### config.mk
export PLATFORM = sky130hd
export DESIGN_NAME = egress_frame_scheduler
export DESIGN_NICKNAME = d
export VERILOG_FILES = /design/src/rtl/egress_frame_scheduler.sv
export SDC_FILE = /design/constraint.sdc
export NUM_CORES = 1
export LEC_CHECK = 0
export ABC_AREA = 1
export BUFFER_PORTS_ARGS = -buffer_cell sky130_fd_sc_hd__buf_2
export CAP_MARGIN = 15
export CORE_UTILIZATION = 44
export DETAILED_ROUTE_END_ITERATION = 6
export PLACE_DENSITY = 0.84
export SETUP_SLACK_MARGIN = 0.4
export SLEW_MARGIN = 25
export SYNTH_ARGS = -nofsm -noshare
export SYNTH_HDL_FRONTEND = slang
export SYNTH_SLANG_ARGS = --single-unit
export TNS_END_PERCENT = 5
### constraint.sdc
create_clock -name clk -period 1.6 [get_ports clk]
set_input_delay 0.32 -clock clk [delete_from_list [all_inputs] [get_ports clk]]
set_output_delay 0.32 -clock clk [all_outputs]
set_load 0.1 [all_outputs]
### src/rtl/egress_frame_scheduler.sv
// Egress frame scheduler: shares one egress AXI-stream among NUM_SRC ingress
// queues. A queue wins a whole frame at a time in round-robin order. A source
// that stops supplying beats mid-frame is cut off by a stall timeout, and the
// rest of its frame is drained and dropped.
//
// Stream handshake: a beat moves on a cycle where tvalid and tready are both
// high. tvalid never waits on tready. On the egress side a beat is held while
// egr_tready is low. On the ingress side src_tready is high only for the
// current owner, and only while that owner may move a beat.
module egress_frame_scheduler #(
    parameter int NUM_SRC        = 4,
    parameter int DATA_W         = 8,
    parameter int DEST_W         = 4,
    parameter int EGRESS_ID      = 0,
    parameter int TIMEOUT_CYCLES = 64
) (
    input  logic                      clk,
    input  logic                      reset,
    input  logic [NUM_SRC-1:0]        src_req,
    input  logic [NUM_SRC*DEST_W-1:0] src_dest,
    input  logic [NUM_SRC-1:0]        src_tvalid,
    input  logic [NUM_SRC*DATA_W-1:0] src_tdata,
    input  logic [NUM_SRC-1:0]        src_tlast,
    output logic [NUM_SRC-1:0]        src_tready,
    output logic                      egr_tvalid,
    output logic [DATA_W-1:0]         egr_tdata,
    output logic                      egr_tlast,
    input  logic                      egr_tready,
    output logic [NUM_SRC-1:0]        grant,
    output logic                      busy,
    output logic                      timeout_abort,
    output logic [15:0]               frames_sent
);

    localparam int PW = (NUM_SRC > 1) ? $clog2(NUM_SRC) : 1;
    localparam int SW = (TIMEOUT_CYCLES > 0) ? $clog2(TIMEOUT_CYCLES + 1) : 1;
    localparam logic [SW-1:0] STALL_MAX = SW'(TIMEOUT_CYCLES);
    localparam logic [PW-1:0] PTR_RESET = PW'(NUM_SRC - 1);

    typedef enum logic [1:0] {
        S_IDLE  = 2'd0,
        S_XFER  = 2'd1,
        S_ABORT = 2'd2,
        S_FLUSH = 2'd3
    } state_t;

    state_t               state_q, state_d;
    logic [NUM_SRC-1:0]   grant_q, grant_d;
    logic [PW-1:0]        owner_q, owner_d;
    logic [PW-1:0]        ptr_q, ptr_d;
    logic [SW-1:0]        stall_q, stall_d;
    logic [15:0]          frames_q, frames_d;

    logic [NUM_SRC-1:0]   elig;
    logic [DATA_W-1:0]    src_data_a [NUM_SRC];
    logic                 pick_found;
    logic [PW-1:0]        pick_idx;
    logic [PW-1:0]        cand;
    logic                 xfer_done;

    // Only the EGRESS_ID bit of each dest mask matters to this port.
    logic unused_dest;
    assign unused_dest = ^src_dest;

    // Per-queue eligibility and data unpacking.
    always_comb begin
        for (int i = 0; i < NUM_SRC; i++) begin
            elig[i]       = src_req[i] & src_dest[i*DEST_W + EGRESS_ID];
            src_data_a[i] = src_tdata[i*DATA_W +: DATA_W];
        end
    end

    // Round-robin pick: first eligible queue searching upward from ptr+1.
    always_comb begin
        pick_found = 1'b0;
        pick_idx   = '0;
        cand       = '0;
        for (int k = 1; k <= NUM_SRC; k++) begin
            cand = PW'((int'(ptr_q) + k) % NUM_SRC);
            if (!pick_found && elig[cand]) begin
                pick_found = 1'b1;
                pick_idx   = cand;
            end
        end
    end

    // Next-state and output decode for the frame FSM.
    always_comb begin
        state_d       = state_q;
        grant_d       = grant_q;
        owner_d       = owner_q;
        ptr_d         = ptr_q;
        stall_d       = stall_q;
        frames_d      = frames_q;
        egr_tvalid    = 1'b0;
        egr_tdata     = '0;
        egr_tlast     = 1'b0;
        src_tready    = '0;
        timeout_abort = 1'b0;
        xfer_done     = 1'b0;

        case (state_q)
            S_IDLE: begin
                stall_d = '0;
                if (pick_found) begin
                    state_d           = S_XFER;
                    owner_d           = pick_idx;
                    grant_d           = '0;
                    grant_d[pick_idx] = 1'b1;
                end
            end
            S_XFER: begin
                egr_tvalid          = src_tvalid[owner_q];
                egr_tdata           = src_data_a[owner_q];
                egr_tlast           = src_tlast[owner_q];
                src_tready[owner_q] = egr_tready;
                xfer_done = src_tvalid[owner_q] & src_tlast[owner_q] & egr_tready;
                // Only a missing source beat counts as starvation.
                if (src_tvalid[owner_q]) begin
                    stall_d = '0;
                end else if (stall_q != STALL_MAX) begin
                    stall_d = stall_q + 1'b1;
                end
                // A completing tlast beat takes precedence over the timeout.
                if (xfer_done) begin
                    state_d  = S_IDLE;
                    ptr_d    = owner_q;
                    grant_d  = '0;
                    frames_d = frames_q + 16'd1;
                end else if (TIMEOUT_CYCLES != 0 && stall_q == STALL_MAX) begin
                    state_d       = S_ABORT;
                    timeout_abort = 1'b1;
                end
            end
            S_ABORT: begin
                stall_d    = '0;
                egr_tvalid = 1'b1;
                egr_tlast  = 1'b1;
                if (egr_tready) begin
                    state_d = S_FLUSH;
                end
            end
            S_FLUSH: begin
                stall_d             = '0;
                src_tready[owner_q] = 1'b1;
                if (src_tvalid[owner_q] & src_tlast[owner_q]) begin
                    state_d = S_IDLE;
                    ptr_d   = owner_q;
                    grant_d = '0;
                end
            end
            default: begin
                state_d = S_IDLE;
                grant_d = '0;
            end
        endcase
    end

    // State registers; reset leaves queue 0 as top priority.
    always_ff @(posedge clk or posedge reset) begin
        if (reset) begin
            state_q  <= S_IDLE;
            grant_q  <= '0;
            owner_q  <= '0;
            ptr_q    <= PTR_RESET;
            stall_q  <= '0;
            frames_q <= '0;
        end else begin
            state_q  <= state_d;
            grant_q  <= grant_d;
            owner_q  <= owner_d;
            ptr_q    <= ptr_d;
            stall_q  <= stall_d;
            frames_q <= frames_d;
        end
    end

    assign grant       = grant_q;
    assign busy        = (state_q != S_IDLE);
    assign frames_sent = frames_q;

endmodule

==> reports/summary.log, run 1 <==
qor: worst_setup_path.critical_path.reg2reg.startpoint owner_q[0]
qor: worst_setup_path.critical_path.top_delay_family simple AND/OR/NAND/NOR gates
qor: worst_setup_path.worst-endpoint-arrival 1700 ps
qor: clock_network.path_clk_slew 70 ps
qor: clock_network.root_buffer clkbuf_8
qor: clock_network.cts_hold_repair_buffers 0
qor: yosys.syn-mean-instance-area 7.01 µm²
qor: global_route.grt_first_pass_wirelength 12500 µm
qor: floorplan.core_region_area 5470 µm²
qor: clock_network.cts.sink_count 33
qor: floorplan.fp.dieArea 5980 µm²
qor: layout.final_net_count 559
qor: pwr.powerDensity 2100 nW/µm²
qor: routing.viasPerCell 5.33
qor: layout.final_cell_area 4290 µm²
qor: timing.clock.fmax 495 MHz
qor: routing.number_of_detailed_route_iterations_in_the_first_pass 4
qor: pwr.power.share.switching 0.548
qor: yosys.sequential_to_total_area_share_from_yosys_stat 0.332
qor: global_route.overflow 0
qor: yosys.netlist_area 2500 µm²
qor: timing.finalSetupViolations 45
qor: worst_setup_path.reg2reg_to frames_sent[13]
qor: hold_path.hold_class in -> async
qor: timing.finalHoldViolations 0
qor: global_route.grt_max_degree 34
qor: floorplan.fp.dieW 77.3 µm
qor: floorplan.die_h 77.3 µm
qor: status.violated_checks setup timing
qor: timing.maxSlewHeadroom 0.673
qor: worst_setup_path.reg2reg_depth 14
qor: global_route.vias_in_the_first_global_route 2947
qor: global_route.grt.total_usage 0.263
qor: placed_design.dpl_cell_area 3700 µm²
qor: clock_network.tritoncts.num_buffers 5
qor: pwr.report.power.total 9000 µW
qor: placed_design.port_buffers 86
qor: floorplan.num_io_pins 99
qor: worst_setup_path.worst-endpoint-required 1280 ps
qor: yosys.synth_warn 0
qor: timing.max_slew.worst_pin.slew 494 ps
qor: layout.finish.cell_count_without_fillers 561
qor: floorplan.effective_utilization_at_floorplan 0.456
qor: worst_setup_path.crit_type reg -> out
qor: pwr.pwr-share-clk 0.093
qor: layout.final_core_utilization 0.784
qor: layout.area.growth.synth_to_final 71.9%
qor: worst_setup_path.critPathCaptureType output pin
qor: status.run_status complete, but fails checks
qor: timing.finalWorstPathRequiredPeriod 2020 ps
qor: clock_network.tritoncts done
qor: pwr.switching_power 4930 µW
qor: yosys.postSynthNetCount 427
qor: routing.vias 2991
qor: yosys.synth-seq-cells 33
qor: timing.final_critical_path_setup_slack -422 ps
qor: placed_design.numPlacedInstances 544
qor: run.max_cap_viol_count 0
qor: yosys.netlist_instances 356
qor: pwr.intPower 4060 µW
qor: layout.layout_cells_sized_above_1 0.476
qor: worst_setup_path.sequence_of_cells_on_the_critical_path clkinv_4, buf_6, nand2_2, nand2_1, nand2_2, nand2_4, nand3_4, nand2_4, nor2_4, buf_12
qor: clock_network.clk-insertion-delay-late 300 ps
qor: placed_design.gp_routability_congestion 0.835
qor: worst_setup_path.critical_path_peak_fanout 4
qor: worst_setup_path.path_buf_inv 3
qor: worst_setup_path.reg2reg_setup_slack -350 ps
qor: pwr.power.sequential.fraction 0.139
qor: timing.timing_max_transition_violations_final 0
qor: worst_setup_path.largest_incremental_delay_on_the_critical_path 430 ps
qor: worst_setup_path.critical_path.slowest_cell dfrtp_1
qor: routing.drt-total-wl 8350 µm
qor: pwr.ir_drop 1.44 mV
qor: timing.rsz0062_at_grt true
qor: timing.fin_crit_sh 1.26
qor: worst_setup_path.critical_path.startpoint_type register
qor: placed_design.dp.final_hpwl 5440 µm
qor: layout.antenna-diode-count 0
qor: global_route.initial_antenna_violation_count 0
qor: floorplan.fp-row-count 27
qor: clock_network.clockBufferDepth 2
qor: pwr.power_frac_comb 0.768
qor: routing.antenna_left 0
qor: routing.post-route-drc-count 0
qor: yosys.synth_cell_type_count 36
qor: routing.initialDrtViolationCount 146
qor: pwr.power.leakage 0.00198 µW
qor: routing.wl_per_cell 14.9 µm
qor: clock_network.htree_levels 2
qor: worst_setup_path.timing.critical_path.to timeout_abort
qor: timing.clock-skew-final 8.34 ps
qor: worst_setup_path.worst_setup_path_startpoint owner_q[0]
qor: worst_setup_path.crit_cells 10
## how the worst min path moves through the flow
| stage | from | endpoint | slack, ps | cells past startpoint |
|---|---|---|---|---|
| 4_1_cts | reset | frames_sent[7] | 110 | 3 |
| 3_5_place_dp | reset | frames_sent[5] | 430 | 3 |
| 6_report | reset | stall_q[4] | 110 | 3 |
| 5_1_grt | reset | async pin | 150 | 3 |
| 3_3_place_gp | reset | frames_sent[5] | 420 | 3 |
| 2_1_floorplan | reset | async pin | 450 | 1 |
## sequential cells by signal, summed over array words and instances, names as in the netlist, named ones only
name,flops
frames_sent,16
state_q,1
grant,4
stall_q,7
ptr_q,2
owner_q,2
## cell usage in the layout, fill, tap and decap left out, types with 7 or more instances in the layout
master	instances
dfrtp_1	25
a31oi_4	8
nand4_1	7
buf_4	41
inv_1	26
buf_2	55
nand2_1	94
nor2_4	8
nor2_1	16
nand2_2	24
a22oi_2	8
xor2_1	10
buf_12	28
nand3_1	35
buf_6	7
## timing repair
item / 4_1_cts / 5_1_grt
pin swaps: 7 / 17
endpoints found under the setup margin: 69 / 69
buffers inserted: 3 / 6
gates resized for setup: 70 / 42
## power by group through the flow
stage | clock [µW] | sequential [µW] | combinational (µW)
detailed placement | 0 | 1210 | 5920
global placement | 0 | 1200 | 5810
CTS | 839 | 1230 | 6390
global route | 870 | 1270 | 7300
finish | 837 | 1250 | 6910
floorplan | 0 | 1770 | 3560
## synthesized netlist by cell type
cell        n  area share
nand4_1     7       0.018
nand4_2     1      0.0050
ha_1        8       0.040
nor2_4      4       0.018
o21a_1      1      0.0030
o21ai_1     3      0.0060
inv_4       1      0.0025
buf_4       2      0.0060
buf_6       3       0.014
inv_1      30       0.045
dfrtp_1    31        0.31
or2_2       1      0.0025
o21ai_0     9       0.018
a22oi_1     8       0.024
nor4_1      3      0.0075
a21oi_1     8       0.016
nand2_1   115        0.17
or2_1       1      0.0025
nand3_1    36       0.072
nand2_2     9       0.023
inv_2       3      0.0045
clkbuf_1    3      0.0045
nor3_2      3       0.012
nand3_2     1      0.0040
nor2_1     23       0.035
clkinv_1    1      0.0015
nor2_2      1      0.0025
clkinv_4    1      0.0035
nor3b_1     1      0.0030
dfstp_2     2       0.021
nor3_1      9       0.018
xnor2_1     5       0.018
a31oi_1     8       0.020
xor2_1     10       0.035
nand3b_1    2      0.0060
a211oi_1    2      0.0060
## worst register-to-register path, stage by stage (launching register included)
cell and delay [ps]:
dfrtp_1 430, clkinv_4 90, buf_6 120, nand2_2 50, nand2_2 60, nand2_2 60, nand2_4 100, buf_4 120
nand2_2 90, nor2_4 190, nand2_2 120, nor2_4 150, nand3_1 110, nand2_1 80, nand2_1 60
## layout make-up
class                   count  area (µm²)
flip-flops and latches     33         836
clock inverters             1        30.0
fillers                   345        1180
repair buffers            133        1240
multi-input cells         279        1850
clock buffers               7        86.3
well taps                  72        90.1
inverters                  36         150
## through the flow
stage | setup TNS (ps) | worst slack, ps | hold slack [ps]
5_1_grt | -14490 | -504 | 146
2_1_floorplan | -9130 | -467 | 447
3_5_place_dp | -4230 | -282 | 431
3_3_place_gp | -2880 | -222 | 424
4_1_cts | -7300 | -426 | 115
6_report | -10210 | -422 | 106
## per-layer routing
metal,GRT usage,wire [µm]
met4,0.100,240
met3,0.0500,402
met1,0.295,3300
met5,0,0
met2,0.487,4410
## logic make-up after synthesis
| kind of cell | count (synthesis) | share of synthesized area |
|---|---|---|
| AND/OR/NAND/NOR | 217 | 0.401 |
| AO/OA/AOI/OAI | 39 | 0.0932 |
| adder cells (fa/ha/maj) | 8 | 0.0401 |
| flip-flops | 33 | 0.332 |
| XOR/XNOR | 15 | 0.0526 |
| buffers and inverters | 44 | 0.0812 |
Power figures use the tool's default switching activity.
==> inputs of run 2 (changes only) <==
Clock period 1.6 ns to 1.7 ns, I/O delays scaled along.
==> run 2 against run 1 <==
Net effect: the run still ends with setup timing left; critical endpoint is now egr_tlast; sequential share of layout area increased by 0.47 points; final area decreased by 2.5%; combinational power is 9.8% lower; register-to-register slack better by 120 ps; clock power decreased by 9.4%; count of clock-buffer cells in the layout did not move; sequential power fell by 4%.
==> reports/summary.log, run 2 (synthesis gave the netlist of run 1 again) <==
qor: routing.post-route-drc-count 0
qor: layout.most-common-layout-cells nand2_1, buf_2, nand3_1
qor: timing.timing_max_transition_violations_final 0
qor: layout.largest_reg_flops 16
qor: layout.final_cell_area 4180 µm²
qor: routing.drt-total-wl 7830 µm
qor: clock_network.htree_levels 2
qor: global_route.overflow 0
qor: hold_path.hold_class in -> async
qor: floorplan.fp-row-count 27
qor: floorplan.fp.dieArea 5980 µm²
qor: routing.viasPerCell 5.26
qor: status.run_status complete, but fails checks
qor: floorplan.num_io_pins 99
qor: timing.fin_crit_sh 1.18
qor: worst_setup_path.worst-endpoint-required 1360 ps
qor: routing.number_of_detailed_route_iterations_in_the_first_pass 4
qor: clock_network.path_clk_slew 70 ps
qor: worst_setup_path.worst-endpoint-arrival 1670 ps
qor: worst_setup_path.critPathCaptureType output pin
qor: clock_network.root_buffer clkbuf_8
qor: timing.clock-skew-final 8.40 ps
qor: global_route.grt_max_degree 34
qor: global_route.initial_antenna_violation_count 0
qor: worst_setup_path.critical_path_peak_fanout 5
qor: timing.holdWs 126 ps
qor: placed_design.gp_routability_congestion 0.827
qor: placed_design.dpl_cell_area 3650 µm²
qor: layout.antenna-diode-count 0
qor: timing.final_critical_path_setup_slack -306 ps
qor: routing.antenna_left 0
qor: clock_network.tritoncts done
qor: floorplan.fp.dieW 77.3 µm
qor: run.max_cap_viol_count 0
qor: layout.area.growth.synth_to_final 67.6%
qor: clock_network.clockBufferDepth 2
qor: layout.most_common_cell_after_layout_fill_and_taps_aside nand2_1
qor: pwr.ir_drop 1.59 mV
qor: global_route.grt_first_pass_wirelength 12800 µm
qor: routing.initialDrtViolationCount 140
qor: layout.final_core_utilization 0.765
qor: worst_setup_path.critical_path.startpoint_type register
qor: layout.layout_cells_sized_above_1 0.465
qor: worst_setup_path.crit_type reg -> out
qor: placed_design.port_buffers 86
qor: floorplan.effective_utilization_at_floorplan 0.456
qor: worst_setup_path.reg2reg_depth 14
qor: global_route.vias_in_the_first_global_route 2917
qor: pwr.powerDensity 1960 nW/µm²
qor: timing.rsz0062_at_grt true
qor: placed_design.dp.final_hpwl 5590 µm
qor: timing.finalSetupViolations 33
qor: status.violated_checks setup timing
qor: timing.max_slew.worst_pin.slew 505 ps
qor: pwr.report.power.total 8180 µW
qor: floorplan.core_region_area 5470 µm²
qor: clock_network.cts.sink_count 33
qor: timing.post_route_setup_tns -5930 ps
qor: clock_network.tritoncts.num_buffers 5
qor: pwr.power.leakage 0.00196 µW
qor: layout.final_net_count 550
qor: timing.finalHoldViolations 0
qor: timing.clock.fmax 499 MHz
qor: routing.vias 2905
qor: timing.maxSlewHeadroom 0.666
qor: global_route.grt.total_usage 0.266
qor: timing.finalWorstPathRequiredPeriod 2010 ps
qor: routing.wl_per_cell 14.2 µm
qor: floorplan.die_h 77.3 µm
qor: clock_network.clk-insertion-delay-late 290 ps
[run 2: worst max-delay path, cell delays in order, from the launching register on]
cell and delay (ps):
dfrtp_2 440, clkinv_4 80, buf_12 110, nand2_2 40, nand2_1 50, nand2_1 60, nand2_2 130, nand2_2 100
a21oi_4 180, buf_12 190
[run 2: worst paths after layout]
kind,start,end,slack [ps]
setup reg to reg,owner_q[0],frames_sent[7],-230
max in group asynchronous,reset,ptr_q[1],1250
hold reg to reg,frames_sent[15],frames_sent[15],480
min in group clk,frames_sent[15],frames_sent[15],480
hold / removal,reset,frames_sent[6],130
setup / recovery,owner_q[0],egr_tlast,-310
[run 2: what timing repair did]
item | 4_1_cts | 5_1_grt
resized for setup | 70 | 38
endpoints found under the setup margin | 69 | 66
setup buffers | 4 | 3
hold buffers | 0 | 0
pin swaps | 11 | 15
[run 2: area by class of cell]
class | instances | area (µm²)
Clock buffer | 7 | 86.3
Clock inverter | 1 | 30.0
Fill cell | 364 | 1290
Inverter | 36 | 155
Multi-Input combinational cell | 279 | 1850
Sequential cell | 33 | 835
Tap cell | 72 | 90.1
Timing Repair Buffer | 124 | 1140
[run 2: metrics by stage]
| step | setup WS, ps | std cells |
|---|---|---|
| after floorplan | -387 | 356 |
| after global placement | -56.8 | 537 |
| after detailed placement | -169 | 537 |
| after CTS | -353 | 549 |
| after global routing | -376 | 552 |
| final | -306 | 552 |
[run 2: metal layers]
metal	global-route usage	vias up	share of wire
met3	0.0440	23	0.046
met5	0	-	0
met4	0.106	0	0.027
met2	0.496	96	0.55
met1	0.297	1368	0.38
li1	-	1418	-
[run 2: report_power, final]
part           total, µW  leakage (µW)  switching (µW)  internal [µW]
Clock                758     0.0000585             281            478
Sequential          1200      0.000421             221            978
Combinational       6230       0.00148            4010           2220
Total               8180       0.00196            4510           3670
==> inputs of run 3 (changes only) <==
Settings changed: ABC_AREA 1 to not set, CORE_UTILIZATION 44 to 42.
==> run 3 against run 2 <==
Net effect: utilization down 3.2 points; area after synthesis shrank 15%; via count down 30%; synthesized cell count down 44%; critical path depth fell by 5; sequential cell count unchanged; the run still ends with setup timing left; combinational power is 20% lower; setup slack lost 180 ps.
==> reports/summary.log, run 3 <==
qor: routing.post-route-drc-count 0
qor: yosys.ys_top_cells_by_count dfrtp_1, nand2_1, nor2_1, xnor2_1, and2_1
qor: clock_network.tritoncts.num_buffers 5
qor: worst_setup_path.reg2reg_to frames_sent[8]
qor: worst_setup_path.critical_path.startpoint_type register
qor: timing.finalSetupViolations 39
qor: timing.finalWorstPathRequiredPeriod 2190 ps
qor: clock_network.root_buffer clkbuf_8
qor: global_route.vias_in_the_first_global_route 2033
qor: global_route.grt_max_degree 34
qor: layout.final_net_count 388
qor: routing.initialDrtViolationCount 40
qor: clock_network.clk-insertion-delay-late 290 ps
qor: timing.max_slew.worst_pin.slew 494 ps
qor: clock_network.tritoncts done
qor: placed_design.place_worst_setup_slack -304 ps
qor: timing.fin_crit_sh 1.29
qor: timing.clock.fmax 457 MHz
qor: status.run_status complete, but fails checks
qor: floorplan.die_h 72.9 µm
qor: routing.number_of_detailed_route_iterations_in_the_first_pass 4
qor: timing.post_route_setup_tns -11960 ps
qor: timing.final_critical_path_setup_slack -487 ps
qor: floorplan.core_region_area 4790 µm²
qor: yosys.yosys.cell_count.top_type dfrtp_1
qor: worst_setup_path.critPathCaptureType output pin
qor: yosys.synth_cell_type_count 45
qor: yosys.syn-mean-instance-area 10.6 µm²
qor: pwr.ir_drop 1.98 mV
qor: worst_setup_path.worst-endpoint-arrival 1850 ps
qor: worst_setup_path.critical_path.reg2reg.startpoint owner_q[0]
qor: timing.clock-skew-final 4.67 ps
qor: placed_design.dpl_cell_area 3000 µm²
qor: global_route.grt.total_usage 0.226
qor: worst_setup_path.reg2reg_setup_slack -380 ps
qor: yosys.yosys_most_used_dff dfrtp_1
qor: timing.timing_max_transition_violations_final 0
qor: timing.finalHoldViolations 0
qor: yosys.synth_warn 0
qor: worst_setup_path.worst_setup_path_startpoint owner_q[0]
qor: run.max_cap_viol_count 0
qor: floorplan.effective_utilization_at_floorplan 0.441
qor: yosys.synth_edf_count 0
qor: layout.most_common_cell_after_layout_fill_and_taps_aside buf_2
qor: clock_network.path_clk_slew 70 ps
qor: yosys.postSynthNetCount 270
qor: layout.most-common-layout-cells buf_2, dfrtp_1, buf_4
qor: hold_path.hold_class in -> async
qor: placed_design.numPlacedInstances 375
qor: layout.final_cell_area 3500 µm²
qor: global_route.grt_first_pass_wirelength 9000 µm
qor: clock_network.clockBufferDepth 2
qor: global_route.initial_antenna_violation_count 0
qor: yosys.netlist_area 2110 µm²
qor: layout.layout_cells_sized_above_1 0.566
qor: worst_setup_path.worst-endpoint-required 1360 ps
qor: clock_network.cts.sink_count 33
qor: floorplan.num_io_pins 99
qor: routing.wl_per_cell 14.7 µm
qor: yosys.sequential_to_total_area_share_from_yosys_stat 0.392
qor: timing.maxSlewHeadroom 0.673
qor: floorplan.fp.dieArea 5310 µm²
qor: floorplan.fp.dieW 72.9 µm
qor: yosys.netlist_instances 199
qor: layout.largest_reg_flops 16
qor: pwr.power.leakage 0.00165 µW
qor: worst_setup_path.crit_type reg -> out
qor: clock_network.htree_levels 2
qor: layout.finish.cell_count_without_fillers 385
qor: yosys.synth-seq-cells 33
qor: worst_setup_path.critical_path_peak_fanout 5
qor: yosys.synth.top_cells.by_area dfrtp_1, mux4_2, mux4_1, ha_1, xnor2_1
qor: yosys.synth_top_area_share 0.368
qor: pwr.powerDensity 1990 nW/µm²
qor: clock_network.cts_hold_repair_buffers 0
qor: global_route.overflow 0
qor: status.violated_checks setup timing
qor: placed_design.port_buffers 86
qor: routing.antenna_left 0
qor: routing.vias 2024
qor: routing.viasPerCell 5.26
qor: yosys.async_reset_ff_frac 1.00
qor: timing.rsz0062_at_grt true
qor: layout.area.growth.synth_to_final 66.0%
qor: worst_setup_path.reg2reg_depth 8
qor: yosys.synthDominantAreaCellType dfrtp_1
qor: placed_design.gp_routability_congestion 0.838
qor: routing.drt-total-wl 5640 µm
qor: layout.antenna-diode-count 0
qor: floorplan.fp-row-count 25
qor: placed_design.dp.final_hpwl 4050 µm
[run 3: timing repair]
| action | CTS | global route |
|---|---|---|
| buffers inserted | 2 | 0 |
| pin swaps | 14 | 17 |
| setup endpoints to repair | 69 | 68 |
| resized for setup | 69 | 48 |
[run 3: kinds of logic (layout without fill, tap and decap cells)]
family,count (synthesis),in the layout,share of synthesized area
muxes,14,14,0.135
and+or+nand+nor,84,84,0.226
xor gates and xnor gates,20,20,0.0830
DFF,33,33,0.392
AOI/OAI and AO/OA,26,26,0.0842
adders and majority gates,8,8,0.0474
buffers and inverters,14,133,0.0326
[run 3: layout make-up]
type	instances	area [µm²]
Inverter	8	30.0
Fill cell	336	1280
Clock inverter	1	30.0
Clock buffer	7	86.3
Timing Repair Buffer	117	1050
Multi-Input combinational cell	152	1390
Sequential cell	33	833
Tap cell	67	83.8
[run 3: worst max-delay path by stage]
stage / endpoint / slack (ps) / cells after the start
2_1_floorplan: timeout_abort / -380 / 4
3_3_place_gp: egr_tdata[2] / -270 / 4
5_1_grt: timeout_abort / -530 / 4
4_1_cts: egr_tvalid / -480 / 4
3_5_place_dp: egr_tlast / -300 / 4
6_report: timeout_abort / -490 / 4
[run 3: metal layers]
| layer | track usage | routed length, µm | vias up |
|---|---|---|---|
| li1 | - | - | 952 |
| met1 | 0.228 | 2160 | 968 |
| met2 | 0.438 | 3010 | 93 |
| met3 | 0.0635 | 367 | 11 |
| met4 | 0.0784 | 104 | 0 |
| met5 | 0 | 0 | - |
[run 3: where the power goes]
part / switching (µW) / internal (µW)
sequential: 210 / 971
clock: 294 / 478
combinational: 3030 / 1980
[run 3: per-stage QoR]
step                hold slack [ps]  total power [µW]  utilization
CTS                             137              6650        0.700
floorplan                       467              4280            -
global placement                443              5310        0.626
global route                    171              7260        0.732
finish                          128              6960        0.732
detailed placement              453              5380        0.626
[run 3: critical path, cell delays in order (launching register included)]
cell and delay, ps:
dfrtp_2 440, mux4_2 570, a31o_4 270, nor2_4 100, buf_12 180
